[config.mk]
export PLATFORM = sky130hd
export DESIGN_NAME = rf_write_arbiter_flat
export DESIGN_NICKNAME = d
export VERILOG_FILES = /design/src/rtl/rf_arb_pkg.sv /design/src/rtl/rf_write_arbiter_if.sv /design/src/rtl/decoder3_8.sv /design/src/rtl/rf_write_arbiter.sv /design/src/flat_wrapper.sv
export SDC_FILE = /design/constraint.sdc
export NUM_CORES = 1
export LEC_CHECK = 0
export ABC_CLOCK_PERIOD_IN_PS = 4550
export CORE_AREA = 2 2 80 82
export CTS_CLUSTER_SIZE = 25
export DETAILED_ROUTE_END_ITERATION = 16
export DIE_AREA = 0 0 82 84
export SYNTH_ARGS = -nofsm -noshare
export SYNTH_HDL_FRONTEND = slang
export SYNTH_SLANG_ARGS = --single-unit
[constraint.sdc]
create_clock -name clk -period 4.55 [get_ports clk]
set_clock_uncertainty 0.05 [all_clocks]
set_input_delay 0.455 -clock clk [delete_from_list [all_inputs] [get_ports clk]]
set_output_delay 0.455 -clock clk [all_outputs]
set_load 0.05 [all_outputs]
[src/rtl/rf_arb_pkg.sv]
// Shared types, sizes and the round-robin pick function for the
// register-file write-port arbiter.
package rf_arb_pkg;

  localparam int N_REQ = 8;
  localparam int IDX_W = 3;

  typedef enum logic [0:0] {
    IDLE = 1'b0,
    BUSY = 1'b1
  } arb_state_t;

  typedef struct packed {
    logic             found;
    logic [IDX_W-1:0] idx;
  } pick_t;

  // Search starts just after ptr. The 3-bit sum wraps modulo 8 by itself.
  function automatic pick_t rr_pick(input logic [N_REQ-1:0] req,
                                    input logic [IDX_W-1:0] ptr);
    pick_t            res;
    logic [IDX_W-1:0] idx;
    res.found = 1'b0;
    res.idx   = '0;
    for (int i = 1; i <= N_REQ; i++) begin
      idx = ptr + IDX_W'(i);
      if (!res.found && req[idx]) begin
        res.found = 1'b1;
        res.idx   = idx;
      end
    end
    return res;
  endfunction

endpackage

[src/rtl/rf_write_arbiter_if.sv]
// Request/grant bundle between the pipeline requesters and the write-port arbiter.
interface rf_write_arbiter_if;
  import rf_arb_pkg::*;

  logic             enable;
  logic [N_REQ-1:0] req;
  logic             gnt_valid;
  logic [IDX_W-1:0] gnt_idx;
  logic [N_REQ-1:0] gnt_onehot;
  logic             preempt;

  modport master (
    output enable, req,
    input  gnt_valid, gnt_idx, gnt_onehot, preempt
  );

  modport slave (
    input  enable, req,
    output gnt_valid, gnt_idx, gnt_onehot, preempt
  );
endinterface

[src/rtl/decoder3_8.sv]
// 3-to-8 decoder with enable; produces the register-file write-enable lines.
module decoder3_8 (
  input  logic       en,
  input  logic [2:0] a,
  output logic [7:0] y
);

  // One-hot decode, all lines low while disabled
  always_comb begin
    y = 8'h00;
    if (en) begin
      y = 8'h01 << a;
    end else begin
      y = 8'h00;
    end
  end

endmodule

[src/rtl/rf_write_arbiter.sv]
// Round-robin arbiter for the single register-file write port, with a bounded
// hold time so one requester cannot starve the rest.
module rf_write_arbiter
  import rf_arb_pkg::*;
#(
  parameter int MAX_HOLD = 4
) (
  input  logic              clk,
  input  logic              reset_n,
  rf_write_arbiter_if.slave bus
);

  localparam int HOLD_W = (MAX_HOLD > 0) ? $clog2(MAX_HOLD + 1) : 1;
  localparam logic [HOLD_W-1:0] HOLD_MAX = HOLD_W'(MAX_HOLD);
  localparam logic [HOLD_W-1:0] HOLD_ONE = HOLD_W'(1);
  localparam logic [0:0] ST_IDLE = 1'(IDLE);
  localparam logic [0:0] ST_BUSY = 1'(BUSY);

  logic [0:0]       state_r,     state_s;
  logic             gnt_valid_r, gnt_valid_s;
  logic [IDX_W-1:0] gnt_idx_r,   gnt_idx_s;
  logic [IDX_W-1:0] ptr_r,       ptr_s;
  logic [HOLD_W-1:0] hold_r,     hold_s;
  logic             preempt_r,   preempt_s;
  logic [N_REQ-1:0] others_s;
  pick_t            pick_req_s;
  pick_t            pick_oth_s;

  // Candidates: everyone for a fresh grant, everyone except the holder otherwise
  always_comb begin
    others_s   = bus.req & ~(N_REQ'(1) << gnt_idx_r);
    pick_req_s = rr_pick(bus.req, ptr_r);
    pick_oth_s = rr_pick(others_s, ptr_r);
  end

  // Next-state and next-grant decision
  always_comb begin
    state_s     = state_r;
    gnt_valid_s = gnt_valid_r;
    gnt_idx_s   = gnt_idx_r;
    ptr_s       = ptr_r;
    hold_s      = hold_r;
    preempt_s   = 1'b0;
    case (state_r)
      ST_IDLE: begin
        if (bus.enable && pick_req_s.found) begin
          state_s     = ST_BUSY;
          gnt_valid_s = 1'b1;
          gnt_idx_s   = pick_req_s.idx;
          ptr_s       = pick_req_s.idx;
          hold_s      = HOLD_ONE;
        end else begin
          state_s     = ST_IDLE;
          gnt_valid_s = 1'b0;
          gnt_idx_s   = '0;
        end
      end
      ST_BUSY: begin
        if (!bus.req[gnt_idx_r]) begin
          if (bus.enable && pick_oth_s.found) begin
            gnt_idx_s = pick_oth_s.idx;
            ptr_s     = pick_oth_s.idx;
            hold_s    = HOLD_ONE;
          end else begin
            state_s     = ST_IDLE;
            gnt_valid_s = 1'b0;
            gnt_idx_s   = '0;
          end
        end else if ((MAX_HOLD != 0) && (hold_r == HOLD_MAX) &&
                     bus.enable && pick_oth_s.found) begin
          gnt_idx_s = pick_oth_s.idx;
          ptr_s     = pick_oth_s.idx;
          hold_s    = HOLD_ONE;
          preempt_s = 1'b1;
        end else if ((MAX_HOLD != 0) && (hold_r != HOLD_MAX)) begin
          hold_s = hold_r + HOLD_ONE;
        end else begin
          hold_s = hold_r;
        end
      end
      default: begin
        state_s     = ST_IDLE;
        gnt_valid_s = 1'b0;
        gnt_idx_s   = '0;
        hold_s      = '0;
      end
    endcase
  end

  // State and registered outputs; ptr resets to 7 so requester 0 wins first
  always_ff @(posedge clk or negedge reset_n) begin
    if (!reset_n) begin
      state_r     <= ST_IDLE;
      gnt_valid_r <= 1'b0;
      gnt_idx_r   <= '0;
      ptr_r       <= 3'd7;
      hold_r      <= '0;
      preempt_r   <= 1'b0;
    end else begin
      state_r     <= state_s;
      gnt_valid_r <= gnt_valid_s;
      gnt_idx_r   <= gnt_idx_s;
      ptr_r       <= ptr_s;
      hold_r      <= hold_s;
      preempt_r   <= preempt_s;
    end
  end

  assign bus.gnt_valid = gnt_valid_r;
  assign bus.gnt_idx   = gnt_idx_r;
  assign bus.preempt   = preempt_r;

  decoder3_8 u_dec (
    .en (gnt_valid_r),
    .a  (gnt_idx_r),
    .y  (bus.gnt_onehot)
  );

endmodule

[src/flat_wrapper.sv]
// flat-port wrapper written by rule: the top's interface ports become plain ports
module rf_write_arbiter_flat import rf_arb_pkg::*;
#(
  parameter int MAX_HOLD = 4
)
  (clk, reset_n, bus_enable, bus_req, bus_gnt_valid, bus_gnt_idx, bus_gnt_onehot, bus_preempt);
  rf_write_arbiter_if bus_i ();
  input  logic clk;
  input  logic reset_n;
  input wire logic [$bits(bus_i.enable)-1:0] bus_enable;
  input wire logic [$bits(bus_i.req)-1:0] bus_req;
  output wire logic [$bits(bus_i.gnt_valid)-1:0] bus_gnt_valid;
  output wire logic [$bits(bus_i.gnt_idx)-1:0] bus_gnt_idx;
  output wire logic [$bits(bus_i.gnt_onehot)-1:0] bus_gnt_onehot;
  output wire logic [$bits(bus_i.preempt)-1:0] bus_preempt;
  assign bus_i.enable = bus_enable;
  assign bus_i.req = bus_req;
  assign bus_gnt_valid = bus_i.gnt_valid;
  assign bus_gnt_idx = bus_i.gnt_idx;
  assign bus_gnt_onehot = bus_i.gnt_onehot;
  assign bus_preempt = bus_i.preempt;
  rf_write_arbiter #(.MAX_HOLD(MAX_HOLD)) u_core (.clk(clk), .reset_n(reset_n), .bus(bus_i));
endmodule
==> impl_metrics.ini <==
[run_status]
status = finished clean

[floorplanning]
die-height_um = 84
start_util_pct = 39.68
io_pins = 24
die_area_sq_um = 6888
die_w_um = 82
fp.coreArea_sq_um = 6096
placementRows = 29

[synthesis]
netlist_top_cells_area = mux4_2 13%, dfrtp_1 9.3%, nor2_1 5.4%, mux2i_1 5.4%, nand2_1 5.3%
yosysTopAreaCellShare_pct = 13.04
avgSynthCellArea_sq_um = 8.009
synth_edf_count = 0
ys.flop_type = dfrtp_1
synthesis.instances = 302
yosysSeqAreaShare_pct = 12.57
synth_area_sq_um = 2419
ys_seq_elements = 12
yosysWarnings = 0
ys_async_sr_fraction_pct = 100.0
synth_top_area_cell = mux4_2
yosysUniqueCellTypes = 68
postSynthNetCount = 317

[cells_and_area]
fillCellCount = 591
multi_input_area_sq_um = 1978
syn2layout_area_growth_pct = 13.76
drive_gt1_share_pct = 15.99
final_net_count = 335
antenna-diode-count = 0
postLayoutCoreUtil_pct = 45.14
ff_latch_area_sq_um = 304.0

[clock_tree]
clock_latency_ns = 0.24
post_cts_buffers = 0
clk_path_buf_depth = 2
cts_tree = built
cts_buffers = 3
cts_sinks = 12
cts-root-buf = clkbuf_8
clk_pin_slew_ns = 0.05
htreeDepth = 1
ctsResizeCount = 0
postCtsHoldBufs = 0

[global_routing]
antenna_found_initial = 0
grt_max_degree = 20
grt_pass1_wl_mm = 11.87
first_global_vias = 2280
grt_overflow_total = 0
grt_util_all_layers_pct = 21.66

[routing]
first_pass_iters = 5
drtAntennaViolNets = 0
wl_per_cell_um = 17.81
drc = 0
drt-total-wl_mm = 7.053
viasPerCell = 6.303
drt_iter0_markers = 224
dr_total_vias = 2496

[critical_path]
worstSetupPathType = reg2reg
crit_path_end = u_core.hold_r[1]
ff2ff_setup_slack_ns = 0.65
timing.rr.start = u_core.ptr_r[0]
cp.required_ns = 4.63
crit_start = u_core.ptr_r[0]
startpoint_type = flop
r2r-end = u_core.hold_r[1]
worst-r2r-cell-count = 10
critPathMaxFanout = 15
critPathArrivalTime_ns = 3.98
worstSetupEndpointType = flop

[place]
pre_cts_ws_ns = 0.6260
port_buffers = 23
post-dp-hpwl_mm = 5.532
routabilityCongestion = 0.9074

[timing]
rsz0062_at_grt = no
fin_ws_ns = 0.6467
hold_viol_final = 0
relSlewSlack_pct = 53.61
min_period_ns = 3.903
period_share_pct = 85.79
fmax_mhz = 256.2
fin_setup_tns_ns = 0
drv_slew = 0
setup_viol = 0
tightest_slew_ns = 0.6886

[hold_path]
hp-class = reg2reg

[run]
drv_cap = 0
-- cell usage in the layout (no fill, tap or decap), types with 3 or more instances in the layout --
| master | count |
|---|---|
| dfrtp_1 | 9 |
| nor2_1 | 35 |
| and2_1 | 4 |
| o21a_1 | 3 |
| o21ai_0 | 21 |
| mux4_2 | 14 |
| a21boi_0 | 5 |
| mux2_4 | 3 |
| o2111ai_1 | 6 |
| nand2_1 | 34 |
| a21oi_1 | 16 |
| o311ai_0 | 3 |
| nor3_1 | 6 |
| inv_1 | 13 |
| ha_1 | 4 |
| clkbuf_8 | 3 |
| o21ai_1 | 3 |
| a221oi_1 | 3 |
| xnor2_1 | 3 |
| dfstp_2 | 3 |
| a31oi_1 | 3 |
| a22oi_1 | 5 |
| clkdlybuf4s50_1 | 23 |
| o22ai_1 | 6 |
| nand2b_1 | 7 |
| buf_4 | 6 |
| mux2_2 | 9 |
| o211ai_1 | 8 |
| mux2i_1 | 13 |
-- cells by family after synthesis --
group	count (synthesis)	share of synthesized area, %
and+or+nand+nor	101	19.66
adders and majority gates	4	2.069
xor gates and xnor gates	5	2.122
AOI/OAI and AO/OA	109	31.92
muxes	41	26.02
buffers and inverters	30	5.639
DFF	12	12.57
-- cell type report --
class / instances / area share (%)
clock buffers: 4 / 1.637
inverters: 14 / 1.910
multi-input cells: 260 / 71.90
flip-flops and latches: 12 / 11.05
well taps: 77 / 3.502
repair buffers: 29 / 10.00
-- Yosys cell counts, types with 2 or more instances --
cell type / instances
nor2_1: 35
nand2_1: 34
o21ai_0: 21
a21oi_1: 16
mux4_2: 14
inv_1: 13
mux2i_1: 13
clkbuf_1: 10
dfrtp_1: 9
mux2_2: 9
o211ai_1: 8
nand2b_1: 7
nor3_1: 6
o2111ai_1: 6
o22ai_1: 6
a21boi_0: 5
a22oi_1: 5
and2_1: 4
ha_1: 4
a221oi_1: 3
a31oi_1: 3
buf_6: 3
dfstp_2: 3
mux2_4: 3
o21a_1: 3
o21ai_1: 3
o311ai_0: 3
xnor2_1: 3
a211oi_1: 2
a21o_1: 2
a22o_1: 2
and4b_1: 2
buf_1: 2
nor2_2: 2
nor2_4: 2
nor2b_1: 2
o22a_1: 2
o32ai_1: 2
-- metal layers --
layer	share of wire, %	vias up	track usage [%]
met5	0	-	0
met4	2.5	0	6.061
met3	5.0	14	1.515
met2	47	83	33.56
met1	46	1198	32.07
li1	-	1201	-
-- how the worst min path moves through the flow --
stage | start | to | slack (ns) | cells past startpoint
floorplan | reset_n | u_core.bus.gnt_idx[0] | 0.11 | 0
global placement | u_core.hold_r[1] | u_core.hold_r[1] | 0.46 | 1
detailed placement | u_core.hold_r[1] | u_core.hold_r[1] | 0.47 | 1
CTS | u_core.hold_r[1] | u_core.hold_r[1] | 0.48 | 1
global route | u_core.hold_r[1] | u_core.hold_r[1] | 0.52 | 1
finish | u_core.hold_r[1] | u_core.hold_r[1] | 0.48 | 1
-- through the flow --
| step | hold WS, ns | std cells | cell area [sq um] |
|---|---|---|---|
| 6_report | 0.4790 | 396 | 2751 |
| 5_1_grt | 0.5210 | 396 | 2751 |
| 4_1_cts | 0.4842 | 396 | 2751 |
| 3_5_place_dp | 0.4727 | 392 | 2706 |
| 3_3_place_gp | 0.4637 | 392 | 2706 |
| 2_1_floorplan | 0.1094 | 302 | 2419 |
-- critical path, stage by stage, from the launching register on --
cell,delay (ns)
dfstp_2,0.75
inv_1,0.19
ha_1,0.65
mux2_2,0.28
nor2_1,0.04
a221oi_1,0.54
and4b_1,0.32
a311o_2,0.42
o211ai_1,0.19
nand2_1,0.14
a32o_1,0.22
-- sequential cells by signal, summed over array words and instances (netlist names) --
register,count
u_core.hold_r,3
u_core.bus.preempt,1
u_core.ptr_r,3
u_core.state_r,1
u_core.bus.gnt_idx,3
u_core.bus.gnt_valid,1
Power is left out: the tool's default activity adds up to more than one toggle a clock period on the data nets, which glitch-free logic cannot reach.
